==> src/rtl/mem_arbiter.sv <==
// Round-robin arbiter sharing one RAM port between NUM_CH requesters, with a WAIT timeout.
// Optional: define MEM_ARB_LOCK_EN to add a 'lock' input that reserves the RAM for channel 0.

module mem_arbiter #(
   parameter int NUM_CH  = 2,
   parameter int ADDR_W  = 12,
   parameter int DATA_W  = 32,
   parameter int TIMEOUT = 255
) (
   input  logic                     clk,
   input  logic                     reset,
`ifdef MEM_ARB_LOCK_EN
   input  logic                     lock,
`endif
   input  logic [NUM_CH-1:0]        req,
   input  logic [NUM_CH-1:0]        wen,
   input  logic [NUM_CH*ADDR_W-1:0] addr,
   input  logic [NUM_CH*DATA_W-1:0] wdata,
   output logic [NUM_CH-1:0]        grant,
   output logic [NUM_CH-1:0]        ready,
   output logic [DATA_W-1:0]        rdata,
   output logic                     err,
   output logic                     ram_we,
   output logic [ADDR_W-1:0]        ram_addr,
   output logic [DATA_W-1:0]        ram_wdata,
   input  logic [DATA_W-1:0]        ram_rdata,
   input  logic                     ram_busy
);

   localparam int CH_W = (NUM_CH > 2) ? 2 : 1;

   typedef enum logic [1:0] {
      IDLE,
      ISSUE,
      WAIT,
      DONE
   } state_t;

   state_t              state_q;
   state_t              state_d;
   logic [CH_W-1:0]     last_q;
   logic [CH_W-1:0]     owner_q;
   logic [CH_W-1:0]     win_idx;
   logic                win_valid;
   logic [NUM_CH-1:0]   win_onehot;
   logic [NUM_CH-1:0]   arb_req;
   logic [NUM_CH-1:0]   grant_q;
   logic                lat_wen;
   logic [ADDR_W-1:0]   lat_addr;
   logic [DATA_W-1:0]   lat_wdata;
   logic [DATA_W-1:0]   rdata_q;
   logic [15:0]         wait_cnt;
   logic                err_q;
   logic                timeout_hit;

   logic [ADDR_W-1:0]   addr_arr  [NUM_CH];
   logic [DATA_W-1:0]   wdata_arr [NUM_CH];

   for (genvar g = 0; g < NUM_CH; g++) begin : g_unpack
      assign addr_arr[g]  = addr[g*ADDR_W +: ADDR_W];
      assign wdata_arr[g] = wdata[g*DATA_W +: DATA_W];
   end

   // Requests eligible for this arbitration round; lock narrows the field to channel 0.
   always_comb begin
`ifdef MEM_ARB_LOCK_EN
      arb_req = lock ? (req & {{(NUM_CH-1){1'b0}}, 1'b1}) : req;
`else
      arb_req = req;
`endif
   end

   // Search starts just after the previous owner so every channel gets a turn.
   always_comb begin
      int              cand;
      logic [CH_W-1:0] cand_idx;
      cand       = 0;
      cand_idx   = '0;
      win_valid  = 1'b0;
      win_idx    = '0;
      win_onehot = '0;
      for (int i = 1; i <= NUM_CH; i++) begin
         cand = int'(last_q) + i;
         if (cand >= NUM_CH) begin
            cand = cand - NUM_CH;
         end
         cand_idx = CH_W'(cand);
         if (!win_valid && arb_req[cand_idx]) begin
            win_valid = 1'b1;
            win_idx   = cand_idx;
         end
      end
      for (int i = 0; i < NUM_CH; i++) begin
         win_onehot[i] = win_valid && (CH_W'(i) == win_idx);
      end
   end

   assign timeout_hit = (wait_cnt == 16'(TIMEOUT - 1));

   always_ff @(posedge clk or posedge reset) begin
      if (reset) begin
         state_q <= IDLE;
      end else begin
         state_q <= state_d;
      end
   end

   always_comb begin
      state_d   = state_q;
      ready     = '0;
      err       = 1'b0;
      ram_we    = 1'b0;
      ram_addr  = '0;
      ram_wdata = '0;
      case (state_q)
         IDLE: begin
            if (win_valid) begin
               state_d = ISSUE;
            end
         end
         ISSUE: begin
            ram_we    = lat_wen;
            ram_addr  = lat_addr;
            ram_wdata = lat_wdata;
            state_d   = WAIT;
         end
         WAIT: begin
            ram_addr  = lat_addr;
            ram_wdata = lat_wdata;
            if (!ram_busy || timeout_hit) begin
               state_d = DONE;
            end
         end
         DONE: begin
            ready   = grant_q;
            err     = err_q;
            state_d = IDLE;
         end
         default: begin
            state_d = IDLE;
         end
      endcase
   end

   // A response arriving on the final WAIT cycle wins over the timeout.
   always_ff @(posedge clk or posedge reset) begin
      if (reset) begin
         last_q    <= CH_W'(NUM_CH - 1);
         owner_q   <= '0;
         grant_q   <= '0;
         lat_wen   <= 1'b0;
         lat_addr  <= '0;
         lat_wdata <= '0;
         rdata_q   <= '0;
         wait_cnt  <= '0;
         err_q     <= 1'b0;
      end else begin
         case (state_q)
            IDLE: begin
               if (win_valid) begin
                  owner_q   <= win_idx;
                  grant_q   <= win_onehot;
                  lat_wen   <= wen[win_idx];
                  lat_addr  <= addr_arr[win_idx];
                  lat_wdata <= wdata_arr[win_idx];
                  err_q     <= 1'b0;
                  wait_cnt  <= '0;
               end
            end
            ISSUE: begin
               wait_cnt <= '0;
            end
            WAIT: begin
               if (!ram_busy) begin
                  if (!lat_wen) begin
                     rdata_q <= ram_rdata;
                  end
               end else if (timeout_hit) begin
                  err_q <= 1'b1;
               end else begin
                  wait_cnt <= wait_cnt + 16'd1;
               end
            end
            DONE: begin
               last_q  <= owner_q;
               grant_q <= '0;
               err_q   <= 1'b0;
            end
            default: begin
               grant_q <= '0;
            end
         endcase
      end
   end

   assign grant = grant_q;
   assign rdata = rdata_q;

endmodule

==> config.mk <==
export PLATFORM = sky130hd
export DESIGN_NAME = mem_arbiter
export DESIGN_NICKNAME = d
export VERILOG_FILES = /design/src/rtl/mem_arbiter.sv
export SDC_FILE = /design/constraint.sdc
export NUM_CORES = 1
export LEC_CHECK = 0
export BUFFER_PORTS_ARGS = -buffer_cell sky130_fd_sc_hd__buf_2
export CAP_MARGIN = 20
export CORE_ASPECT_RATIO = 1.4
export CORE_MARGIN = 2
export CORE_UTILIZATION = 45
export CTS_BUF_LIST = sky130_fd_sc_hd__clkbuf_4
export DETAILED_ROUTE_END_ITERATION = 7
export PLACE_DENSITY = 0.8
export SETUP_SLACK_MARGIN = 0.3
export SKIP_CTS_REPAIR_TIMING = 1
export SYNTH_ARGS = -nofsm -noshare
export SYNTH_HDL_FRONTEND = slang
export SYNTH_SLANG_ARGS = --single-unit
==> constraint.sdc <==
create_clock -name clk -period 5.7 [get_ports clk]
set_clock_uncertainty 0.05 [all_clocks]
set_input_delay 0.285 -clock clk [delete_from_list [all_inputs] [get_ports clk]]
set_output_delay 0.285 -clock clk [all_outputs]
set_load 0.005 [all_outputs]
=== Word level (Yosys, flattened, before mapping) ===
Index checks and enable logic that the tools add are counted.

* Flip-flop bits (word level): 100
* Input bits: 127
* Logic and storage cells: 87

* Add/sub/neg operators: 5
* $lt $le $gt $ge: 6
* Equal/unequal tests: 9
* Multiplexer cells: 36
* Bitwise logic cells: 4
* Reductions and logical operators: 17

{| class="wikitable"
|+ Operator list
! operator !! count
|-
| 32-bit 2-to-1 mux || 4
|-
| 12-bit 2-to-1 mux || 4
|-
| 16-bit 2-to-1 mux || 3
|-
| 16-bit case mux with 3 select lines || 1
|-
| 1-bit 2-to-1 mux || 17
|-
| 16-bit by 1-bit adder with 16-bit output (second input constant) || 1
|-
| 16-bit by 8-bit == test with 1-bit output (second input constant) || 1
|-
| 2-bit != test (second input constant) || 5
|-
| 2-bit 2-to-1 mux || 4
|-
| 2-bit case mux with 4 select lines || 1
|-
| 4-bit AND reduction || 2
|-
| 1-bit by 2-bit < comparator with 1-bit output (second input constant) || 3
|-
| 2-bit AND reduction || 3
|-
| 3-bit nonzero test || 2
|-
| 2-bit == test (second input constant) || 2
|-
| 2-bit >= comparator (second input constant) || 2
|-
| 2-bit case mux with 2 select lines || 1
|-
| 1-bit by 2-bit adder with 3-bit output (second input constant) || 1
|-
| 3-bit by 2-bit >= comparator with 1-bit output (second input constant) || 1
|-
| 1-bit logical AND || 3
|-
| 1-bit inverter || 3
|-
| 1-bit case mux with 3 select lines || 1
|-
| 3-bit AND reduction || 1
|-
| 1-bit by 1-bit adder with 2-bit output (second input constant) || 1
|-
| 8 further kinds || 10
|}

=== Depth between registers and ports, before layout ===
* Word-level depth: 13
* Mapped depth: 8

=== Least setup slack after synthesis ===
OpenSTA, ideal clock, no wires.

* Path type: flip-flop to flip-flop
* From: register state_q[0]
* To: register wait_cnt[1]
* Library setup time: 0.128 ns
* Arrival time: 1.882 ns
* Required time: 5.522 ns
* Slack: 3.641 ns
* Stages on the path, launching flop included: 7
* Path buffers: 0
* Cell sequence: dfrtp_1 -> inv_1 -> ha_1 -> nor3b_2 -> or3b_4 -> a21oi_2 -> mux2_1

* Cells in the longest elaborated chain, start to end: 3
* Elaborated cells between the ends (all ways): 9
* Classes of those cells: eq/ne: 5; mux: 1; reduce/logical: 3

{| class="wikitable"
|+ RTL lines
! element !! line !! RTL
|-
| from (decl) || 39 || <nowiki>state_t state_q;</nowiki>
|-
| from (signal assigned) || 104 || <nowiki>state_q <= state_d;</nowiki>
|-
| 2-bit == test (tied with other cells) || 158 || <nowiki>case (state_q)</nowiki>
|-
| 2-bit != test (no source line) or 3-bit nonzero test (tied branches) || - ||
|-
| 4-bit AND reduction (no source line) || - ||
|-
| to (signal assigned) || 181 || <nowiki>wait_cnt <= wait_cnt + 16'd1;</nowiki>
|-
| to (decl) || 52 || <nowiki>logic [15:0] wait_cnt;</nowiki>
|}

Several ways; a longest one is shown, not always the timed one.
A chain may end at the register's enable or synchronous reset.

=== Final worst setup path ===
* From: register state_q[0]
* To: output port ram_wdata[10]

* Cells in the longest elaborated chain, start to end: 3
* Elaborated cells between the ends (all ways): 4
* Classes of those cells: eq/ne: 2; mux: 1; reduce/logical: 1

{| class="wikitable"
|+ RTL lines
! element !! line !! RTL
|-
| 2-bit == test or 2-bit by 1-bit == test with 1-bit output (tied branches) || 115 || <nowiki>case (state_q)</nowiki>
|-
| 2-bit OR reduction (no source line) * || - ||
|-
| 32-bit 2-to-1 mux * || 115 ||
|-
| to (decl) || 25 || <nowiki>output logic [DATA_W-1:0] ram_wdata,</nowiki>
|}

Mark *: on every way between the ends. The rest lies on a longest branch, timed or not.

==> results.py <==
metrics = {
    "floorplanning": {
        "rows": 45,
        "die_x_microns": 92.91,
        "initial_utilization_pct": 46.06,
        "io_pins": 209,
        "die_area_sq_um": 11940,
        "core_area_sq_um": 10810,
        "die_h_microns": 128.5,
    },
    "detailed_routing": {
        "drc": 0,
        "drt_first_pass_iters": 6,
        "ant_nets": 0,
        "wirelength_microns": 12570,
        "wl_per_cell_microns": 14.98,
        "vias": 4318,
        "viasPerCell": 5.147,
        "drtIter0Drc": 286,
    },
    "cts": {
        "cts_tree": "done",
        "cts.path.max_buffers": 2,
        "clk_pin_slew_ps": 160,
        "cts_buffers": 9,
        "clock_latency_ps": 450,
        "htree_levels": 3,
        "cts-root-buf": "clkbuf_4",
        "clock-sinks": 100,
    },
    "sta": {
        "slew_headroom_pct": 47.04,
        "hold_viol_final": 0,
        "fmax_mhz": 366.3,
        "final_max_slew_viol_count": 0,
        "worstMarginPinSlew_ps": 794.4,
        "fin_crit_sh_pct": 47.89,
        "rsz0062_at_grt": "no",
        "min_period_ps": 2730,
        "setup-tns-final_ps": 0,
        "setup_viol": 0,
    },
    "critical_path": {
        "path_cells": "inv_1 -> ha_1 -> buf_8 -> and2_1 -> buf_2",
        "crit_type": "flip-flop to primary output",
        "arrival_ps": 2390,
        "endpoint_kind": "primary output",
        "crit_fanout": 25,
        "max_stage_delay_ps": 820,
        "r2r-start": "state_q[0]$_DFFE_PP0P_",
        "cp-start-kind": "flip-flop",
        "slowest_stage": "ha_1",
        "critPathRequiredTime_ps": 5370,
        "crit_start": "state_q[0]$_DFFE_PP0P_",
    },
    "cells_and_area": {
        "fin_cells": 839,
        "fin_area_sq_um": 6649,
        "drive_gt1_share_pct": 40.03,
        "fillers": 897,
        "nets": 828,
        "area_delta_synth_final_pct": 33.52,
        "post-route-util_pct": 61.50,
    },
    "yosys": {
        "ys_top_cells_by_count": "dfrtp_1, nand2_1, and2_1",
        "ys.flop_type": "dfrtp_1",
        "synth_area_leaders": "dfrtp_1, mux2i_1, mux2_2",
        "ys_async_sr_fraction_pct": 100.0,
        "synth-edff-count": 0,
        "yosys_warnings": 0,
        "synth_nets": 594,
        "synth-seq-cells": 100,
        "avgSynthCellArea_sq_um": 10.87,
        "yosysMostFrequentCell": "dfrtp_1",
        "synth_top_area_cell": "dfrtp_1",
        "syn-cell-area_sq_um": 4980,
        "synth.distinct_cells": 48,
        "seq_area_frac_synth_pct": 50.28,
        "syn_inst": 458,
        "synth.top_cell.area_share_pct": 49.75,
    },
    "status": {
        "status": "completed",
    },
    "place": {
        "dp_cells": 789,
        "detailed_place_hpwl_microns": 8786,
        "routabilityCongestion": 0.8982,
        "place.port_buffers": 208,
        "place_area_sq_um": 6170,
    },
    "global_routing": {
        "grt_overflow": 0,
        "grt_pass1_wl_microns": 18630,
        "grt_pass1_vias": 4038,
        "antenna_found_initial": 1,
        "grtUsageTotal_pct": 19.46,
        "grt_max_degree": 92,
    },
    "pwr": {
        "powerDensity_nw_per_um2": 448.2,
        "power.leakage_nw": 3.332,
        "ir_worst_vdd_mv": 0.2233,
    },
    "worst_hold_path": {
        "hp-start": "addr[7]",
        "worst_hold_path_type": "input port to flip-flop",
    },
    "run": {
        "cap_violations": 0,
    },
}
through the flow:
| step | total power, mW | hold slack [ps] | worst slack (ps) |
|---|---|---|---|
| floorplan | 2.001 | 386.7 | 2748 |
| global route | 3.229 | 23.48 | 2814 |
| detailed placement | 2.583 | 322.8 | 3273 |
| finish | 2.980 | 56.27 | 2970 |
| global placement | 2.498 | 313.7 | 3328 |
| CTS | 2.979 | -200.9 | 2948 |
routing by layer:
| metal | part of all wire [%] | vias to the layer above | global-route usage [%] |
|---|---|---|---|
| met2 | 53 | 175 | 34.14 |
| met4 | 2.3 | 0 | 7.785 |
| li1 | - | 2069 | - |
| met3 | 5.6 | 29 | 3.630 |
| met5 | 0 | - | 0 |
| met1 | 39 | 2045 | 23.61 |
logic make-up (layout without fill, tap and decap cells):
group | after synthesis | after routing | share of synthesized area (%)
simple gates | 150 | 150 | 16.26
flops | 100 | 100 | 50.28
compound gates | 87 | 87 | 11.18
mux | 83 | 83 | 17.56
buf+inv | 29 | 268 | 2.462
fa+ha+maj | 9 | 9 | 2.261
other cells | 0 | 1 | 0
placed cells by master (no fill, tap or decap), drive strengths merged, types with 2 or more instances in the layout:
cell type	Yosys	layout
nand4	4	4
nor4	4	4
dfrtp	99	99
o211ai	4	4
clkbuf	14	10
a22o	2	2
and3	4	4
nor2	9	9
clkinv	0	2
nor3	4	4
mux2	35	35
o21ai	51	51
nand2b	4	4
o21bai	2	2
a21oi	8	8
inv	6	9
ha	9	9
a31oi	10	10
nand3	6	6
or2	2	2
mux2i	48	48
nand2	58	58
and2	49	49
dlygate4sd3	0	33
buf	9	213
o31ai	4	4
path summary, 6_finish.rpt:
| kind | endpoint | slack [ps] | cells past startpoint |
|---|---|---|---|
| hold / removal | lat_addr[7]$_DFFE_PP0P_ | 60 | 3 |
| setup reg to reg | wait_cnt[1]$_DFFE_PP0P_ | 3250 | 6 |
| setup / recovery | ram_wdata[10] | 2970 | 5 |
| hold reg to reg | lat_wdata[21]$_DFFE_PP0P_ | 440 | 2 |
| max in group asynchronous | wait_cnt[11]$_DFFE_PP0P_ | 4120 | 4 |
| min in group asynchronous | rdata[21]$_DFFE_PP0P_ | 370 | 3 |
flip-flops by register name, summed over array words and instances (netlist names):
register,count
err_q,1
grant,2
last_q,1
lat_addr,12
lat_wdata,32
lat_wen,1
owner_q,1
rdata,32
state_q,2
wait_cnt,16
critical path, delay by kind of cell, from the launching register on:
family | cells | cell delay [ps]
adder cells (fa/ha/maj) | 1 | 820
buffers and inverters | 3 | 480
flip-flops | 1 | 470
AND/OR/NAND/NOR | 1 | 170
where the power goes:
part / internal [mW] / leakage, nW / switching, mW
Sequential: 1.01 / 1.25 / 0.168
Combinational: 0.693 / 2.00 / 0.721
Clock: 0.145 / 0.0809 / 0.247
final cells by class:
cell class / instances / area (sq um) / area share [%]
multi-input cells: 329 / 2379 / 35.77
repair buffers: 246 / 1416 / 21.30
clock buffers: 10 / 75.07 / 1.129
inverters: 6 / 25.02 / 0.3764
well taps: 141 / 176.4 / 2.653
clock inverters: 6 / 71.32 / 1.073
diodes: 1 / 2.502 / 0.03764
flip-flops and latches: 100 / 2504 / 37.66
Note: power is estimated with default switching activity, not from simulation.
